**config.mk**
```make
export PLATFORM = sky130hd
export DESIGN_NAME = alu_sequencer
export DESIGN_NICKNAME = d
export VERILOG_FILES = /design/src/rtl/alu_sequencer.sv
export SDC_FILE = /design/constraint.sdc
export NUM_CORES = 1
export LEC_CHECK = 0
export BUFFER_PORTS_ARGS = -buffer_cell sky130_fd_sc_hd__buf_2
export CORE_ASPECT_RATIO = 0.5
export CORE_MARGIN = 2
export CORE_UTILIZATION = 55
export DETAILED_ROUTE_END_ITERATION = 7
export PLACE_DENSITY = 0.76
export SETUP_SLACK_MARGIN = 0.5
export SLEW_MARGIN = 10
export SYNTH_ARGS = -nofsm -noshare
export SYNTH_HDL_FRONTEND = slang
export SYNTH_HIERARCHICAL = 1
export SYNTH_SLANG_ARGS = --single-unit
```
**constraint.sdc**
```tcl
create_clock -name clk -period 4.61 [get_ports clk]
set_input_delay 0 -clock clk [delete_from_list [all_inputs] [get_ports clk]]
set_output_delay 0 -clock clk [all_outputs]
set_load 0.01 [all_outputs]
```
**src/rtl/alu_sequencer.sv**
```systemverilog
// Two-beat operand sequencer around a 16-bit ALU.
// Operand A arrives on the first accepted beat and B plus the opcode on the second.
// One cycle later the ALU result is registered and offered downstream.
// Only one operation is in flight at a time.

// Combinational 16-bit ALU: add, subtract, AND, NOT-B, plus a zero flag.
module ALU (
    input  logic [15:0] Ain,
    input  logic [15:0] Bin,
    input  logic [1:0]  ALUop,
    output logic [15:0] out,
    output logic        Z
);

    // Select the operation and flag an all-zero result.
    always_comb begin
        out = 16'h0000;
        case (ALUop)
            2'b00:   out = Ain + Bin;
            2'b01:   out = Ain - Bin;
            2'b10:   out = Ain & Bin;
            2'b11:   out = ~Bin;
            default: out = 16'h0000;
        endcase
        Z = (out == 16'h0000);
    end

endmodule

// state  | meaning
// WAIT_A | idle, accepting operand A
// WAIT_B | A held, accepting operand B and opcode
// EXEC   | one cycle, ALU result registered into out_c/out_z
// RESULT | out_valid high, waiting for out_ready
module alu_sequencer (
    input  logic        clk,
    input  logic        reset,
    input  logic        in_valid,
    output logic        in_ready,
    input  logic [15:0] in_data,
    input  logic [1:0]  in_op,
    output logic        out_valid,
    input  logic        out_ready,
    output logic [15:0] out_c,
    output logic        out_z,
    output logic        busy,
    output logic [7:0]  op_count
);

    typedef enum logic [1:0] {
        WAIT_A = 2'b00,
        WAIT_B = 2'b01,
        EXEC   = 2'b10,
        RESULT = 2'b11
    } state_t;

    state_t      state_q, state_d;
    logic [15:0] a_q, a_d;
    logic [15:0] b_q, b_d;
    logic [1:0]  op_q, op_d;
    logic [15:0] out_c_q, out_c_d;
    logic        out_z_q, out_z_d;
    logic [7:0]  op_count_q, op_count_d;

    logic [15:0] alu_out;
    logic        alu_z;
    logic        in_xfer;
    logic        out_xfer;

    ALU u_alu (
        .Ain   (a_q),
        .Bin   (b_q),
        .ALUop (op_q),
        .out   (alu_out),
        .Z     (alu_z)
    );

    // Handshake outputs depend on state only; reset forces them idle so nothing
    // appears acceptable or pending on an edge that reset will override anyway.
    always_comb begin
        in_ready  = ~reset & ((state_q == WAIT_A) | (state_q == WAIT_B));
        out_valid = ~reset & (state_q == RESULT);
        busy      = ~reset & (state_q != WAIT_A);
        in_xfer   = in_valid & in_ready;
        out_xfer  = out_valid & out_ready;
        out_c     = out_c_q;
        out_z     = out_z_q;
        op_count  = op_count_q;
    end

    // Next-state and datapath register updates.
    always_comb begin
        state_d    = state_q;
        a_d        = a_q;
        b_d        = b_q;
        op_d       = op_q;
        out_c_d    = out_c_q;
        out_z_d    = out_z_q;
        op_count_d = op_count_q;
        case (state_q)
            WAIT_A: begin
                if (in_xfer) begin
                    a_d     = in_data;
                    state_d = WAIT_B;
                end
            end
            WAIT_B: begin
                if (in_xfer) begin
                    b_d     = in_data;
                    op_d    = in_op;
                    state_d = EXEC;
                end
            end
            EXEC: begin
                out_c_d = alu_out;
                out_z_d = alu_z;
                state_d = RESULT;
            end
            RESULT: begin
                if (out_xfer) begin
                    op_count_d = op_count_q + 8'd1;
                    state_d    = WAIT_A;
                end
            end
            default: state_d = WAIT_A;
        endcase
    end

    // State and datapath registers with synchronous reset.
    always_ff @(posedge clk) begin
        if (reset) begin
            state_q    <= WAIT_A;
            a_q        <= 16'h0000;
            b_q        <= 16'h0000;
            op_q       <= 2'b00;
            out_c_q    <= 16'h0000;
            out_z_q    <= 1'b0;
            op_count_q <= 8'd0;
        end else begin
            state_q    <= state_d;
            a_q        <= a_d;
            b_q        <= b_d;
            op_q       <= op_d;
            out_c_q    <= out_c_d;
            out_z_q    <= out_z_d;
            op_count_q <= op_count_d;
        end
    end

endmodule
```
==> qor.txt <==
initial core utilization -> 0.563
Post-Syn Area -> 4090 um^2
RR Endpoint -> out_z
NetSw -> 1.23 mW
Yosys warnings -> 6
final setup TNS -> 0 ns
critical-path cell list -> or4_4 -> and4b_2 -> nor2_1 -> xnor2_1 -> ha_2 -> and2_1 -> a221o_1 -> a21oi_1 -> o211a_1 -> a221oi_1 -> nor3_1 -> nand3_1 -> a2111oi_2 -> mux2i_1 -> nor2_1
area grow syn2layout -> 21.3%
die height -> 65.0 um
DRT iter0 DRCs -> 211
worst reg2reg path depth -> 15
start-to-end type of the worst setup path -> flop to flop
post-synthesis mux area share -> 0.0517
width of the die -> 126 um
CP endpoint kind -> flop
gr usage total -> 0.246
Syn Nets -> 559
Flop pwr share -> 0.214
CP delay by family, top -> simple AND/OR/NAND/NOR gates
hold path depth -> 5
vias -> 3920
drt first pass iters -> 4
first-pass GRT wire length -> 16400 um
Switching Share -> 0.399
Worst Skew -> 0.00474 ns
final WL -> 9960 um
Max-Cap Viols -> 0
area leader, netlist -> dfxtp_1
DR WL/cell -> 14.7 um
Hold EP -> state_q[0]
LEAKAGE -> 2.01 nW
fraction of layout cells with a size suffix above 1 -> 0.202
cts bufs inserted -> 9
number of global-route vias before repair -> 3534
CTS Sinks -> 61
Mean Syn Cell Area -> 7.96 um^2
Synth Area in Simple Gates -> 0.249
largest net degree at the start of global routing -> 67
initial antenna violation count -> 0
async set or reset register ratio after synthesis -> 0
hold slack -> 0.110 ns
Buf/Inv on CP -> 0
final hold violations -> 0
clk buf depth -> 2
crit start category -> flop
CTS clk-pin slew, worst paths -> 0.05 ns
NumNets Final -> 623
number of synthesized flops with an enable pin -> 0
status -> complete, no violations
Congestion Overflow GR -> 0
PwrDens -> 623 nW/um^2
Clock Tree Root -> clkbuf_16
Worst Tran Pin Value -> 1.07 ns
fin. max-slew vios -> 0
Layout Utilization -> 0.683
Netlist cell types -> 63
main area contributors after synthesis -> dfxtp_1 30%, nand2_1 8.3%, ha_1 6.7%
fin crit share -> 0.853
final setup violation count -> 0
main flop type after synthesis -> dfxtp_1
worst r2r src -> b_q[8]
Crit-path slowest cell -> or4_4
Filler cells -> 601
cell mode on critical path -> nor2_1
Post-DRT Antenna Nets -> 0
Final Critical Period -> 3.93 ns
IO buf count -> 49
hold path start -> out_ready
Combinational Power Share -> 0.548
crit path DAT -> 4.20 ns
Max-slew headroom -> 0.284
Post-Synth XOR/XNOR Area -> 0.0578
die area -> 8180 um^2
Seq cells post-synth -> 61
slowest cell delay on critical path -> 0.57 ns
crit path max fanout -> 5
Internal -> 1.85 mW
I/O pins -> 50
Max Clock Freq -> 254 MHz
CP required -> 4.87 ns
CTS tree -> done
HP Class -> input pin to flop
register area share after synthesis -> 0.299
htree depth -> 3
ANT cells -> 0
Yosys top cell area share -> 0.299
largest family of logic cells by synthesized area -> simple AND/OR/NAND/NOR gates
cell count after synthesis -> 514
row count -> 22
placeable core region -> 7270 um^2
drt drc -> 0
compound-cell area share of the yosys netlist -> 0.224
Skew-Pair Late Insertion Delay -> 0.33 ns
GPL Wtd Cong -> 0.881
worst vdd ir -> 0.246 mV
flop-to-flop setup slack -> 0.68 ns
Adder-Cell Fraction of Synth Area -> 0.0722
Via-to-Cell Ratio -> 5.77
clock share of power -> 0.238
unrepaired setup endpoints after global routing -> false
DP HPWL -> 6640 um
==> cells in the mapped netlist (2+ instances only) <==
| cell type | number |
|---|---|
| nand4_1 | 5 |
| and3_1 | 6 |
| clkbuf_1 | 9 |
| and3b_1 | 3 |
| a21boi_0 | 4 |
| a21oi_2 | 17 |
| o211ai_1 | 5 |
| nand3_1 | 17 |
| mux2i_1 | 20 |
| inv_1 | 12 |
| buf_6 | 3 |
| o21ai_0 | 23 |
| nor3_1 | 9 |
| xor2_1 | 18 |
| nor2_1 | 47 |
| o21a_1 | 5 |
| o211a_1 | 4 |
| a21oi_1 | 33 |
| a211oi_1 | 3 |
| nand2_1 | 90 |
| buf_2 | 12 |
| or3_1 | 2 |
| nand3b_1 | 5 |
| buf_4 | 2 |
| or2_2 | 3 |
| nand2b_1 | 4 |
| nor3b_1 | 2 |
| a31o_2 | 2 |
| o2111ai_1 | 2 |
| a21o_1 | 4 |
| ha_1 | 22 |
| xnor2_1 | 9 |
| nor2b_1 | 8 |
| or4_1 | 2 |
| o31ai_1 | 6 |
| nor4b_1 | 2 |
| a211o_1 | 3 |
| nor4_1 | 2 |
| dfxtp_1 | 61 |
| and2_1 | 5 |
==> metal layers <==
layer	share of wire	track usage	vias up
met1	0.48	0.318	1842
met4	0.015	0.0755	0
li1	-	-	1949
met2	0.46	0.413	113
met5	0	0	-
met3	0.046	0.0570	16
==> sequential cells by signal, indices dropped and copies added, names as in the netlist <==
register and flops:
a_q 16, b_q 16, op_count 8, op_q 2, out_c 16, out_z 1
state_q 2
==> what timing repair did <==
action | CTS | global route
endpoints found under the hold margin | 34 | 0
setup buffers | 0 | 7
resized for setup | 1 | 14
pin swaps | 0 | 8
endpoints found under the setup margin | 1 | 1
hold buffers | 18 | 0
==> how the worst max path moves through the flow <==
stage	slack, ns	depth (start not counted)	to	startpoint
6_report	0.68	15	out_z	b_q[8]
5_1_grt	0.47	15	out_z	b_q[8]
4_1_cts	0.52	15	out_z	b_q[6]
3_5_place_dp	0.48	15	out_z	b_q[6]
3_3_place_gp	0.66	15	out_z	b_q[6]
2_1_floorplan	0.88	15	out_z	b_q[8]
==> cell families after synthesis <==
logic type,count (synthesis)
flops,61
fa+ha+maj,23
buf+inv,39
simple gates,216
mux,21
xor+xnor,27
compound gates,127
==> per-stage QoR <==
stage	total power [mW]	std cells	setup slack, ns	area (um^2)
finish	3.09	679	0.676	4960
global route	3.30	679	0.473	4960
CTS	2.97	672	0.523	4860
detailed placement	2.20	638	0.481	4350
global placement	2.18	638	0.665	4350
floorplan	1.92	514	0.883	4090
==> layout make-up <==
type                    instances  area [um^2]  share of cell area
multi-input cells             414         2730               0.549
flip-flops and latches         61         1220               0.247
repair buffers                 79          515               0.104
clock buffers                  12          256              0.0517
well taps                      96          120              0.0242
clock inverters                 4         70.1              0.0141
inverters                      13         48.8             0.00984
==> cells in the final DEF (no fill, tap or decap), types with 3 or more instances in the layout <==
master         Yosys  routed
ha_1              22      20
dlygate4sd3_1      0      18
a21oi_1           33      33
dfxtp_1           61      59
o211ai_1           5       5
and2_1             5       5
nor3_1             9       9
xor2_1            18      18
nor2_1            47      46
o21a_1             5       5
o211a_1            4       4
nand3_1           17      17
nor2b_1            8       8
a21boi_0           4       3
a21oi_2           17      17
xnor2_1            9       9
o31ai_1            6       6
a21o_1             4       4
or2_2              3       3
o21ai_0           23      21
a211o_1            3       3
buf_4              2      12
nand4_1            5       5
and3_1             6       6
a211oi_1           3       3
nand3b_1           5       5
nand2_1           90      89
clkbuf_16          0       9
mux2i_1           20      20
nand2b_1           4       4
inv_1             12      12
buf_2             12      49
and3b_1            3       3
==> power groups by stage <==
stage	registers, mW	clock network, mW	logic (mW)
after floorplan	0.674	0	1.24
after global placement	0.670	0	1.51
after detailed placement	0.670	0	1.53
after CTS	0.660	0.740	1.57
after global routing	0.673	0.764	1.86
final	0.661	0.736	1.69
==> tightest hold or removal path, stage by stage <==
cell and delay (ns):
buf_2 0.10, nand2b_1 0.07, a2bb2oi_2 0.08, nor2_1 0.08, a211oi_1 0.06
No activity file was read; power rests on OpenSTA's default activity.
